## src/rtl/box_pkg.sv

```systemverilog
// Shared types and helpers for the box overlay front-end controller.
// Direction vectors are ordered {right, left, down, up}, with up in bit 0.
package box_pkg;

  typedef enum logic [2:0] {
    DIR_NONE  = 3'd0,
    DIR_UP    = 3'd1,
    DIR_DOWN  = 3'd2,
    DIR_LEFT  = 3'd3,
    DIR_RIGHT = 3'd4
  } dir_t;

  typedef enum logic [1:0] {
    IDLE   = 2'd0,
    DELAY  = 2'd1,
    REPEAT = 2'd2
  } state_t;

  localparam int BTN_CENTER = 4;

  // Fixed priority: up > down > left > right.
  function automatic dir_t grant_dir(input logic [3:0] lvl);
    dir_t d;
    if (lvl[0])      d = DIR_UP;
    else if (lvl[1]) d = DIR_DOWN;
    else if (lvl[2]) d = DIR_LEFT;
    else if (lvl[3]) d = DIR_RIGHT;
    else             d = DIR_NONE;
    return d;
  endfunction

  function automatic logic [3:0] dir_onehot(input dir_t d);
    logic [3:0] v;
    case (d)
      DIR_UP:    v = 4'b0001;
      DIR_DOWN:  v = 4'b0010;
      DIR_LEFT:  v = 4'b0100;
      DIR_RIGHT: v = 4'b1000;
      default:   v = 4'b0000;
    endcase
    return v;
  endfunction

endpackage

```

## src/rtl/btn_debounce.sv

```systemverilog
// Two-flop synchronizer followed by a hold-time debouncer for one raw button.
// The rise output pulses for one cycle in the first cycle the stable level reads 1.
module btn_debounce #(
  parameter int DEBOUNCE_CYCLES = 500000
) (
  input  logic clk,
  input  logic rst_n,
  input  logic raw,
  output logic stable,
  output logic rise
);

  localparam int CW = (DEBOUNCE_CYCLES > 2) ? $clog2(DEBOUNCE_CYCLES) : 1;

  logic          sync1_r;
  logic          sync2_r;
  logic [CW-1:0] cnt_r;

  // Synchronize, then accept a new level only after it has held long enough.
  always_ff @(posedge clk or negedge rst_n) begin
    if (!rst_n) begin
      sync1_r <= 1'b0;
      sync2_r <= 1'b0;
      cnt_r   <= '0;
      stable  <= 1'b0;
      rise    <= 1'b0;
    end else begin
      sync1_r <= raw;
      sync2_r <= sync1_r;
      rise    <= 1'b0;
      if (sync2_r == stable) begin
        cnt_r <= '0;
      end else if (cnt_r == CW'(DEBOUNCE_CYCLES - 1)) begin
        stable <= sync2_r;
        rise   <= sync2_r;
        cnt_r  <= '0;
      end else begin
        cnt_r <= cnt_r + CW'(1);
      end
    end
  end

endmodule

```

## src/rtl/box_ctrl.sv

```systemverilog
// Button front-end: debounces five buttons, grants one direction at a time,
// and issues single-cycle step pulses with auto-repeat plus a mode toggle.
module box_ctrl
  import box_pkg::*;
#(
  parameter int DEBOUNCE_CYCLES = 500000,
  parameter int REPEAT_DELAY    = 50000000,
  parameter int REPEAT_PERIOD   = 10000000,
  parameter int CNT_W           = 26
) (
  input  logic clk,
  input  logic rst_n,
  input  logic btn_up,
  input  logic btn_down,
  input  logic btn_left,
  input  logic btn_right,
  input  logic btn_center,
  output logic move_up,
  output logic move_down,
  output logic move_left,
  output logic move_right,
  output logic mode,
  output logic repeating
);

  logic [4:0]       raw_s;
  logic [4:0]       stable_s;
  logic [4:0]       rise_s;
  logic             unused_rise_s;

  state_t           state_r, next_state_s;
  dir_t             owner_r, next_owner_s;
  logic [CNT_W-1:0] cnt_r, next_cnt_s;
  logic [3:0]       move_r, next_move_s;
  logic             next_mode_s;
  logic             owner_lvl_s;
  dir_t             grant_s;

  assign raw_s = {btn_center, btn_right, btn_left, btn_down, btn_up};

  for (genvar i = 0; i < 5; i++) begin : g_btn
    btn_debounce #(.DEBOUNCE_CYCLES(DEBOUNCE_CYCLES)) u_deb (
      .clk    (clk),
      .rst_n  (rst_n),
      .raw    (raw_s[i]),
      .stable (stable_s[i]),
      .rise   (rise_s[i])
    );
  end

  // Only the center button is edge-sensitive; directions act on levels.
  assign unused_rise_s = ^rise_s[3:0];
  assign owner_lvl_s   = |(dir_onehot(owner_r) & stable_s[3:0]);
  assign grant_s       = grant_dir(stable_s[3:0]);

  // Next-state, shared counter and pulse generation; release beats a due pulse.
  always_comb begin
    next_state_s = state_r;
    next_owner_s = owner_r;
    next_cnt_s   = cnt_r;
    next_move_s  = 4'b0000;
    next_mode_s  = mode;
    case (state_r)
      IDLE: begin
        if (rise_s[BTN_CENTER]) next_mode_s = ~mode;
        else                    next_mode_s = mode;
        if (grant_s != DIR_NONE) begin
          next_owner_s = grant_s;
          next_move_s  = dir_onehot(grant_s);
          next_state_s = DELAY;
          next_cnt_s   = CNT_W'(REPEAT_DELAY - 1);
        end else begin
          next_owner_s = DIR_NONE;
        end
      end
      DELAY, REPEAT: begin
        if (!owner_lvl_s) begin
          next_state_s = IDLE;
          next_owner_s = DIR_NONE;
        end else if (cnt_r == '0) begin
          next_move_s  = dir_onehot(owner_r);
          next_state_s = REPEAT;
          next_cnt_s   = CNT_W'(REPEAT_PERIOD - 1);
        end else begin
          next_cnt_s   = cnt_r - CNT_W'(1);
        end
      end
      default: begin
        next_state_s = IDLE;
        next_owner_s = DIR_NONE;
      end
    endcase
  end

  // State and registered outputs.
  always_ff @(posedge clk or negedge rst_n) begin
    if (!rst_n) begin
      state_r   <= IDLE;
      owner_r   <= DIR_NONE;
      cnt_r     <= '0;
      move_r    <= 4'b0000;
      mode      <= 1'b1;
      repeating <= 1'b0;
    end else begin
      state_r   <= next_state_s;
      owner_r   <= next_owner_s;
      cnt_r     <= next_cnt_s;
      move_r    <= next_move_s;
      mode      <= next_mode_s;
      repeating <= (next_state_s == REPEAT);
    end
  end

  assign move_up    = move_r[0];
  assign move_down  = move_r[1];
  assign move_left  = move_r[2];
  assign move_right = move_r[3];

endmodule
```

## config.mk

```make
export PLATFORM = sky130hd
export DESIGN_NAME = box_ctrl
export DESIGN_NICKNAME = d
export VERILOG_FILES = /design/src/rtl/box_pkg.sv /design/src/rtl/btn_debounce.sv /design/src/rtl/box_ctrl.sv
export SDC_FILE = /design/constraint.sdc
export NUM_CORES = 1
export LEC_CHECK = 0
export BUFFER_PORTS_ARGS = -buffer_cell sky130_fd_sc_hd__buf_2
export CAP_MARGIN = 20
export CELL_PAD_IN_SITES_DETAIL_PLACEMENT = 1
export CELL_PAD_IN_SITES_GLOBAL_PLACEMENT = 1
export CORE_ASPECT_RATIO = 0.6
export CORE_MARGIN = 8
export CORE_UTILIZATION = 52
export CTS_BUF_LIST = sky130_fd_sc_hd__clkbuf_4
export DETAILED_ROUTE_END_ITERATION = 12
export PLACE_DENSITY = 0.93
export SYNTH_ARGS = -nofsm -noshare
export SYNTH_HDL_FRONTEND = slang
export SYNTH_SLANG_ARGS = --single-unit
```

## constraint.sdc

```tcl
create_clock -name clk -period 2.5 [get_ports clk]
set_clock_uncertainty 0.05 [all_clocks]
set_input_delay 0.375 -clock clk [delete_from_list [all_inputs] [get_ports clk]]
set_output_delay 0.375 -clock clk [all_outputs]
set_load 0.02 [all_outputs]
```

=== Word level (Yosys, flattened, before mapping) ===
Index checks and enable logic that the tools add are counted.

* Register bits after elaboration: 148
* Input bits: 7
* Output and inout bits: 6

* Reductions and logical operators: 13
* Bitwise operators: 7
* Equal/unequal tests: 24
* $add $sub $neg: 6
* Multiplexer cells: 33

{| class="wikitable"
|+ Operator list
! operator !! count
|-
| $mux 19 || 10
|-
| $add 19x1->19 const B || 5
|-
| $eq 19x19->1 const B || 5
|-
| $mux 26 || 3
|-
| $pmux 26 s2 || 1
|-
| $pmux 4 s4 || 2
|-
| $logic_not 26->1 || 1
|-
| $sub 26x1->26 const B || 1
|-
| $mux 3 || 6
|-
| $eq 3x2->1 const B || 4
|-
| $mux 4 || 3
|-
| $reduce_and 2->1 || 6
|-
| $pmux 4 s2 || 1
|-
| $eq 3x1->1 const B || 2
|-
| $eq 3x3->1 const B || 2
|-
| $mux 2 || 3
|-
| $ne 2x2->1 const B || 3
|-
| $not 1->1 || 6
|-
| $pmux 3 s2 || 1
|-
| $eq 1x1->1 || 5
|-
| $and 4x4->4 || 1
|-
| $eq 2x2->1 const B || 2
|-
| $pmux 2 s2 || 1
|-
| $reduce_or 4->1 || 1
|-
| 7 further kinds || 8
|}

=== Logic depth before layout (Yosys ltp) ===
Gate-level depths: netlist of run 1.

* Word-level depth: 8
* Mapped depth: 9
* Gate-level depth less buffers: 7

=== Hierarchy ===
A second synthesis of run 1 with hierarchy kept.

* Cell total of the unflattened synthesis: 790
* Area, all modules: 7762.4 um2

{| class="wikitable"
|+ By module, submodules not included
! module !! area each (um2) !! sequential area each (um2) !! cells each !! times used
|-
| btn_debounce || 1118.6 || 575.6 || 110 || 5
|-
| box_ctrl || 2169.6 || 927.1 || 240 || 1
|}

=== Least setup slack after synthesis of run 1 ===
Ideal clock, no wire load.

* Kind: register -> register
* Start: reg state_r[0]
* End: reg cnt_r[9]
* Stages on the path, launching flop included: 9
* Arrival time: 1.892 ns
* Setup slack: 0.459 ns
* Data required time: 2.351 ns
* Cell sequence: dfrtp_1 inv_1 ha_1 clkbuf_1 inv_1 nor2_2 buf_2 a21oi_1 a311oi_1

* Longest elaborated chain between the ends: 4
* Elaborated cells on any way between the ends: 9
* Those cells by class: eq/ne (4); mux (1); reduce/logical (4)

{| class="wikitable"
|+ RTL lines
! what !! line !! RTL
|-
| start: declaration || box_ctrl.sv:31 || <nowiki>state_t state_r, next_state_s;</nowiki>
|-
| start signal: assignment || box_ctrl.sv:105 || <nowiki>state_r <= next_state_s;</nowiki>
|-
| $eq 2x1->1 / $eq 2x2->1 (equally long branches) || box_ctrl.sv:63 || <nowiki>case (state_r)</nowiki>
|-
| $reduce_or 2->1 || box_ctrl.sv:63 ||
|-
| $ne 2x2->1 (no line) / $reduce_bool 2->1 (equally long branches) || - ||
|-
| $reduce_and 3->1 (no line) || - ||
|-
| end signal: assignment || box_ctrl.sv:107 || <nowiki>cnt_r <= next_cnt_s;</nowiki>
|-
| end: declaration || box_ctrl.sv:33 || <nowiki>logic [CNT_W-1:0] cnt_r, next_cnt_s;</nowiki>
|}

Several ways; a longest one is shown, not always the timed one.
A chain may end at the register's enable or synchronous reset.

=== Worst setup path in the final report of run 1 ===
* Start: reg owner_r[0]
* End: reg cnt_r[25]

* Longest elaborated chain between the ends: 6
* Elaborated cells on any way between the ends: 9
* Those cells by class: eq/ne (5); mux (1); bitwise (1); reduce/logical (2)

{| class="wikitable"
|+ RTL lines
! what !! line !! RTL
|-
| start: declaration || box_ctrl.sv:32 || <nowiki>dir_t owner_r, next_owner_s;</nowiki>
|-
| start signal: assignment || box_ctrl.sv:106 || <nowiki>owner_r <= next_owner_s;</nowiki>
|-
| $eq 3x3->1 (tied with other cells) || box_pkg.sv:34 || <nowiki>case (d)</nowiki>
|-
| $pmux 4 s4 (*) || box_pkg.sv:34 ||
|-
| $and 4x4->4 (*) || box_ctrl.sv:53 || <nowiki>assign owner_lvl_s = |(dir_onehot(owner_r) & stable_s[3:0]);</nowiki>
|-
| $reduce_or 4->1 (*) || box_ctrl.sv:53 ||
|-
| $ne 2x2->1 (no line) (*) || - ||
|-
| $reduce_and 3->1 (no line) (*) || - ||
|}

Every way passes the cells marked *; elsewhere a longest branch is shown, timed or not.

==> metrics.csv, run 1 <==
metric,value,unit
status,"complete, no violations",
nFillCells,1567,
die-area,18300,sq um
synth_edf_count,0,
whs,0.267,ns
syn-num-nets,777,
via_per_inst,6.11,
grtUsageTotal,0.233,
overflow,0,
grt_pass1_wl,33700,um
maxCapViolCount,0,
syn_inst,762,
firstDrtPassIters,5,
clock.fmax,413,MHz
routed_wirelength,20700,um
cp.required,2.93,ns
slew_headroom,0.587,
tritoncts,done,
timing.setup.tns,0,ns
path_max_fanout,9,
seq_area_frac_synth,0.504,
numCtsBuffers,17,
crit_type,flop to flop,
first_iter_violations,481,
area_delta_synth_final,8.93,%
synth-seq-cells,148,
power,4.06,mW
powerDensity,507,nW/um^2
cts-root-buf,clkbuf_4,
pwr-share-comb,0.035,
period_minus_slack,2.42,ns
yosysUniqueCellTypes,61,
htreeDepth,4,
clk_pin_slew,0.15,ns
final_nets,805,
p_switching,1.10,mW
antenna_found_initial,0,
hpwlAfterDp,14000,um
port_buffers,12,
die_width,170,um
async_reset_ff_frac,1.00,
power.internal,2.96,mW
p_leak,3.43,nW
clk_path_buf_depth,2,
crit_path_end_kind,flop,
r2r_slack,0.08,ns
ioPinCount,13,
critPathArrivalTime,2.85,ns
wire_per_inst,20.8,um
finalSetupViolCount,0,
clock_power_share,0.362,
vdd_drop_max,239,uV
initial_core_util,0.535,
ys_warn_count,0,
p_seq_frac,0.603,
fp.dieH,108,um
synthesis.area,7360,sq um
gp_congestion,0.953,
drive_above_1_share,0.117,
first_global_vias,6470,
drc,0,
slew_violations,0,
rows,33,
clock_latency,0.57,ns
startpoint_type,flop,
grt_max_degree,58,
netSwitchingFraction,0.271,
avgSynthCellArea,9.65,sq um
ant_nets,0,
vias,6084,
hold_class,input pin to asynchronous set/reset pin,
core_area,13700,sq um
clock-sinks,148,
tightest_slew,0.615,ns
fin_crit_sh,0.968,
hold_viol,0,
synthFlopType,dfrtp_1,
n_antenna_cell,0,
## sequential cells by signal, indices dropped and copies added, names as in the netlist
name                 flops
g_btn.u_deb.cnt_r       95
cnt_r                   26
g_btn.u_deb.stable       5
g_btn.u_deb.sync1_r      5
g_btn.u_deb.sync2_r      5
move_r                   4
owner_r                  3
state_r                  2
g_btn.u_deb.rise         1
mode                     1
repeating                1
## synthesized netlist by cell type (2+ instances only)
master | number | area share
nand2b_1 | 2 | 0.0017
and4bb_2 | 2 | 0.0034
nor2b_1 | 6 | 0.0051
nor2_1 | 138 | 0.070
dfrtp_1 | 147 | 0.50
a2bb2oi_1 | 3 | 0.0036
nand4b_1 | 3 | 0.0036
nand2_1 | 55 | 0.028
nor4_4 | 2 | 0.0058
inv_1 | 32 | 0.016
clkbuf_1 | 6 | 0.0031
nand4_1 | 18 | 0.015
xnor2_1 | 54 | 0.064
o211ai_1 | 2 | 0.0020
mux2i_1 | 3 | 0.0041
xor2_1 | 38 | 0.045
or4_4 | 2 | 0.0031
a21oi_1 | 21 | 0.014
nor4_2 | 4 | 0.0068
o21ai_1 | 2 | 0.0014
buf_6 | 2 | 0.0031
nand4_4 | 2 | 0.0058
or2_2 | 6 | 0.0051
ha_1 | 8 | 0.014
nor2_2 | 3 | 0.0026
buf_2 | 13 | 0.0088
nor3b_1 | 3 | 0.0031
or3_1 | 7 | 0.0060
and3_1 | 15 | 0.013
o31ai_1 | 3 | 0.0031
nor4_1 | 22 | 0.019
o22a_1 | 3 | 0.0036
nand3_1 | 48 | 0.033
o21ai_0 | 17 | 0.012
nor3_2 | 2 | 0.0027
nor3_1 | 30 | 0.020
a21o_1 | 2 | 0.0020
a31oi_1 | 8 | 0.0068
mux2_2 | 6 | 0.0092
## kinds of logic (layout without fill, tap and decap cells)
group	after synthesis	after routing	share of synthesized area
DFF	148	148	0.504
AOI/OAI and AO/OA	76	76	0.0674
xor gates and xnor gates	92	92	0.110
adders and majority gates	8	8	0.0136
muxes	9	9	0.0133
buffers and inverters	54	95	0.0323
and+or+nand+nor	375	375	0.260
## layout make-up
class	instances	area, sq um	area share
multi-input combinational	560	3440	0.429
clock buffer	17	128	0.0159
tap	192	240	0.0300
sequential	148	3700	0.462
inverter	32	120	0.0150
clock inverter	15	134	0.0167
timing repair buffer	31	249	0.0311
## critical path: stages, from the launching register on
cell	delay [ns]
dfrtp_1	0.54
mux2_2	0.41
a211o_1	0.36
nand2_1	0.37
buf_4	0.24
o21ai_0	0.14
a2bb2oi_1	0.22
## routing by layer
layer	share of wire	global-route usage	routed length, um	vias up
met2	0.49	0.383	10000	236
met3	0.051	0.0546	1060	61
met5	0	0	0	-
met1	0.44	0.296	9040	3106
li1	-	-	-	2681
met4	0.027	0.0955	556	0
## path summary, 6_finish.rpt
kind	startpoint	endpoint	depth (start not counted)
min	rst_n	g_btn[0].u_deb.cnt_r[9]$_DFF_PN0_	2
max reg2reg	owner_r[0]$_DFFE_PN0P_	cnt_r[25]$_DFFE_PN0P_	6
max in group asynchronous	rst_n	g_btn[3].u_deb.cnt_r[10]$_DFF_PN0_	3
max	owner_r[0]$_DFFE_PN0P_	cnt_r[25]$_DFFE_PN0P_	6
min reg2reg	g_btn[1].u_deb.sync1_r$_DFF_PN0_	g_btn[1].u_deb.sync2_r$_DFF_PN0_	0
min in group clk	g_btn[1].u_deb.sync1_r$_DFF_PN0_	g_btn[1].u_deb.sync2_r$_DFF_PN0_	0
## power groups by stage
stage	clock network [mW]	registers (mW)	logic, mW
final	1.47	2.45	0.141
after global routing	1.57	2.46	0.162
after CTS	1.48	2.45	0.144
after detailed placement	0	2.49	0.136
after global placement	0	2.49	0.125
after floorplan	0	2.49	0.0606
## per-stage QoR
step | util | std cells | cell area [sq um] | setup WS, ns
after floorplan | - | 762 | 7360 | 0.459
after global placement | 0.558 | 957 | 7670 | 0.390
after detailed placement | 0.558 | 957 | 7670 | 0.216
after CTS | 0.581 | 995 | 7990 | 0.143
after global routing | 0.583 | 995 | 8010 | -0.0346
final | 0.583 | 995 | 8010 | 0.0807
## timing repair
action | CTS | global route
hold buffers | 6 | 0
endpoints found under the setup margin | 0 | 5
endpoints found under the hold margin | 59 | 0
gates resized for setup | 0 | 5
setup buffers | 0 | 0
## cell usage in the layout, fill, tap and decap left out, types with 6 or more instances in the layout
master / instances
dfrtp_1: 147
nor2_1: 138
nand2_1: 55
xnor2_1: 54
nand3_1: 48
xor2_1: 38
inv_1: 31
nor3_1: 29
nor4_1: 21
a21oi_1: 21
nand4_1: 18
o21ai_0: 17
clkbuf_4: 17
and3_1: 15
buf_2: 11
buf_4: 11
a31oi_1: 8
ha_1: 8
or3_1: 7
nor2b_1: 6
mux2_2: 6
or2_2: 6
dlygate4sd3_1: 6
Power figures use the tool's default switching activity.
==> run 2, diff against run 1 <==
--- a/config.mk
+++ b/config.mk
@@ -14,7 +14,7 @@
 export CORE_UTILIZATION = 52
 export CTS_BUF_LIST = sky130_fd_sc_hd__clkbuf_4
 export DETAILED_ROUTE_END_ITERATION = 12
-export PLACE_DENSITY = 0.93
+export PLACE_DENSITY_LB_ADDON = 0.15
 export SYNTH_ARGS = -nofsm -noshare
 export SYNTH_HDL_FRONTEND = slang
 export SYNTH_SLANG_ARGS = --single-unit
==> metrics.csv, run 2 (synthesis gave the netlist of run 1 again) <==
metric,value,unit
grt_pass1_wl,31000,um
grt_max_degree,55,
setup_ws,0.0793,ns
area_delta_synth_final,8.49,%
grt_util_met2,0.339,
crit_path_top_delay_cell,dfrtp_1,
clock_latency,0.56,ns
hold_class,input pin to asynchronous set/reset pin,
hold_viol,0,
first_global_vias,6004,
timing.setup.tns,0,ns
slew_violations,0,
htreeDepth,4,
r2r_cells,7,
whs,0.289,ns
cp_top_family,simple AND/OR/NAND/NOR gates,
rsz0062_at_grt,yes,
ioPinCount,13,
overflow,0,
largestRegisters,"g_btn.u_deb.cnt_r x95, cnt_r x26",
antenna_found_initial,0,
final_nets,802,
fp.dieH,108,um
clk_path_buf_depth,2,
first_iter_violations,392,
firstDrtPassIters,4,
die_width,170,um
tightest_slew,0.627,ns
pwr-share-comb,0.033,
powerDensity,520,nW/um^2
cp.depth,7,
startpoint_type,flop,
vias,5689,
period_minus_slack,2.42,ns
hpwlAfterDp,12900,um
rows,33,
netSwitchingFraction,0.243,
slew_headroom,0.578,
ant_nets,0,
critPathArrivalTime,2.82,ns
busiest_layer,met2,
final_common_cell,dfrtp_1,
crit_path_end_kind,flop,
clock.fmax,413,MHz
maxCapViolCount,0,
regMostFlops,g_btn.u_deb.cnt_r,
slowest_delay,0.42,ns
port_buffers,12,
use_met1,0.290,
largest_register_ffs,95,
clock_power_share,0.377,
layout_common_cells,"147 x dfrtp_1, 138 x nor2_1, 55 x nand2_1, 54 x xnor2_1, 48 x nand3_1",
p_seq_frac,0.589,
crit_buf_inv,1,
initial_core_util,0.535,
path_max_fanout,7,
clk_pin_slew,0.13,ns
gp_congestion,0.884,
p_switching,1.01,mW
drc,0,
clock-sinks,148,
core_area,13700,sq um
cts_resized,0,
grtUsageTotal,0.211,
crit_type,flop to flop,
fin_crit_sh,0.968,
cts-root-buf,clkbuf_4,
pre_cts_ws,0.172,ns
routed_wirelength,18300,um
finalSetupViolCount,0,
power.internal,3.14,mW
cp.required,2.90,ns
n_antenna_cell,0,
cp_cell_sequence,"inv_1, ha_1, nor3b_4, nand4_1, nor2_2, nor2_1, a311oi_1",
status,"complete, no violations",
placed_area,7630,sq um
wire_per_inst,18.4,um
drive_above_1_share,0.109,
final_area,7980,sq um
use_met3,0.0382,
p_leak,3.42,nW
numCtsBuffers,17,
cts_setup_buffers,0,
vdd_drop_max,240,uV
tritoncts,done,
die-area,18300,sq um
via_per_inst,5.75,
## run 2: cell type report
| cell class | count | area (sq um) |
|---|---|---|
| sequential | 148 | 3700 |
| tap | 192 | 240 |
| inverter | 32 | 120 |
| timing repair buffer | 28 | 214 |
| clock buffer | 17 | 128 |
| clock inverter | 13 | 160 |
| multi-input combinational | 560 | 3410 |
| fill | 1558 | 5770 |
## run 2: path summary, 6_finish.rpt
kind,endpoint,slack [ns],startpoint
min in group clk,g_btn[1].u_deb.sync2_r$_DFF_PN0_,0.32,g_btn[1].u_deb.sync1_r$_DFF_PN0_
worst min register to register,g_btn[1].u_deb.sync2_r$_DFF_PN0_,0.32,g_btn[1].u_deb.sync1_r$_DFF_PN0_
worst min-delay path,g_btn[0].u_deb.cnt_r[11]$_DFF_PN0_,0.29,rst_n
worst max register to register,cnt_r[9]$_DFFE_PN0P_,0.08,cnt_r[1]$_DFFE_PN0P_
worst max-delay path,cnt_r[9]$_DFFE_PN0P_,0.08,cnt_r[1]$_DFFE_PN0P_
max in group asynchronous,g_btn[3].u_deb.cnt_r[6]$_DFF_PN0_,1.26,rst_n
## run 2: stage by stage
stage                     std cells  total power, mW  utilization
after detailed placement        954             2.63        0.555
after global placement          954             2.62        0.555
after CTS                       990             4.20        0.580
after global routing            990             4.29        0.580
final                           990             4.15        0.580
after floorplan                 762             2.55            -
## run 2: repair_timing
item                                    4_1_cts  5_1_grt
endpoints found under the setup margin        0        2
hold buffers                                  6        0
endpoints found under the hold margin        54        0
## run 2: metal layers
metal / up-vias / part of all wire / routed length, um
met5: - / 0 / 0
met4: 0 / 0.014 / 249
met3: 28 / 0.041 / 757
met2: 115 / 0.46 / 8410
met1: 2880 / 0.48 / 8840
li1: 2666 / - / -
## run 2: power groups by stage
stage	registers, mW	logic [mW]	clock network (mW)
global placement	2.49	0.128	0
detailed placement	2.49	0.136	0
finish	2.45	0.138	1.57
CTS	2.45	0.144	1.61
global route	2.45	0.161	1.68
floorplan	2.49	0.0606	0
==> run 3, diff against run 2 <==
==> constraint.sdc (replaced) <==
create_clock -name clk -period 2.5 [get_ports clk]
set_clock_uncertainty 0.05 [all_clocks]
set_input_delay 0 -clock clk [delete_from_list [all_inputs] [get_ports clk]]
set_output_delay 0 -clock clk [all_outputs]
set_load 0.02 [all_outputs]
==> metrics.csv, run 3 (synthesis gave the netlist of run 1 again) <==
metric,value,unit
status,"complete, no violations",
power,4.28,mW
cp_cell_sequence,"inv_1, ha_1, nor3b_4, nand4_1, nor2_2, nor2_1, a311oi_1",
hold_class,input pin to flop,
layout_common_cells,"147 x dfrtp_1, 138 x nor2_1, 54 x nand2_1, 54 x xnor2_1, 48 x nand3_1",
firstDrtPassIters,4,
crit_path_end_kind,flop,
multi_input_area,3420,sq um
placed_area,7650,sq um
hpwlAfterDp,12900,um
largestRegisters,"g_btn.u_deb.cnt_r x95, cnt_r x26",
vdd_drop_max,357,uV
nFillCells,1568,
final_area,8100,sq um
hold-path-cell-count,2,
port_buffers,12,
die_width,170,um
final_common_cell,dfrtp_1,
crit_buf_inv,1,
numCtsBuffers,17,
via_per_inst,5.74,
clock_latency,0.56,ns
vias,5730,
critPathArrivalTime,2.76,ns
grt_pass1_wl,30600,um
drc,0,
ant_nets,0,
rows,33,
finalSetupViolCount,0,
area_delta_synth_final,10.1,%
slowest_delay,0.42,ns
endpoint,cnt_r[9]$_DFFE_PN0P_,
powerDensity,529,nW/um^2
cp.required,2.91,ns
antenna_found_initial,0,
maxCapViolCount,0,
wire_per_inst,18.1,um
fin_util,0.589,
timing.setup.tns,0,ns
drive_above_1_share,0.115,
cts-root-buf,clkbuf_4,
first_iter_violations,379,
clock-sinks,148,
startpoint_type,flop,
r2r_slack,0.15,ns
regMostFlops,g_btn.u_deb.cnt_r,
startpoint,cnt_r[1]$_DFFE_PN0P_,
crit_type,flop to flop,
final_nets,808,
tritoncts,done,
first_global_vias,5949,
fp.dieH,108,um
clk_pin_slew,0.12,ns
rsz0062_at_grt,no,
path_max_fanout,7,
ioPinCount,13,
period_minus_slack,2.35,ns
n_antenna_cell,0,
setup_ws,0.148,ns
clock.fmax,425,MHz
fin_crit_sh,0.941,
core_area,13700,sq um
grt_max_degree,67,
cp.depth,7,
dp.cells,956,
die-area,18300,sq um
overflow,0,
cp_top_family,simple AND/OR/NAND/NOR gates,
instances_no_fill,998,
crit_path_top_delay_cell,dfrtp_1,
slew_violations,0,
hold_viol,0,
final-seq-area,3700,sq um
p_leak,3.49,nW
gp_congestion,0.878,
pre_cts_ws,0.178,ns
largest_register_ffs,95,
r2r_cells,7,
clk_path_buf_depth,2,
slew_headroom,0.567,
whs,0.0447,ns
initial_core_util,0.535,
grtUsageTotal,0.207,
r2r-start,cnt_r[1]$_DFFE_PN0P_,
reg2reg_to,cnt_r[9]$_DFFE_PN0P_,
htreeDepth,4,
tightest_slew,0.644,ns
routed_wirelength,18100,um
run 3: worst reg2reg max path, stage by stage (launching register included):
cell,delay (ns)
dfrtp_1,0.42
inv_1,0.09
ha_1,0.19
nor3b_4,0.40
nand4_1,0.28
nor2_2,0.39
nor2_1,0.17
a311oi_1,0.28
run 3: what timing repair did:
action                                 4_1_cts  5_1_grt
setup endpoints to repair                    0        3
hold buffers                                10        0
buffers inserted                             0        0
gates resized for setup                      0        3
endpoints found under the hold margin      153        0
run 3: cell type report:
class / count / share of cell area
Timing Repair Buffer: 34 / 0.0354
Clock inverter: 14 / 0.0229
Sequential cell: 148 / 0.458
Clock buffer: 18 / 0.0167
Multi-Input combinational cell: 560 / 0.423
Tap cell: 192 / 0.0297
Inverter: 32 / 0.0148
run 3: where the power goes:
part	internal (mW)	switching, mW	total (mW)
clock network	0.800	0.889	1.69
logic	0.0478	0.0990	0.147
registers	2.42	0.0265	2.45
run 3: worst min path at each step:
stage,start,endpoint,slack (ns)
after floorplan,rst_n,cnt_r[0]$_DFFE_PN0P_,-0.35
after global placement,rst_n,g_btn[0].u_deb.cnt_r[11]$_DFF_PN0_,-0.06
after detailed placement,rst_n,g_btn[0].u_deb.cnt_r[11]$_DFF_PN0_,-0.05
after CTS,btn_left,g_btn[2].u_deb.sync1_r$_DFF_PN0_,0.002
after global routing,btn_left,g_btn[2].u_deb.sync1_r$_DFF_PN0_,0.01
final,btn_down,g_btn[1].u_deb.sync1_r$_DFF_PN0_,0.04
run 3: per-layer routing:
layer / GRT usage / wire length (um) / vias to the layer above
li1: - / - / 2694
met1: 0.286 / 8760 / 2901
met2: 0.324 / 8370 / 107
met3: 0.0433 / 717 / 28
met4: 0.0710 / 264 / 0
met5: 0 / 0 / -
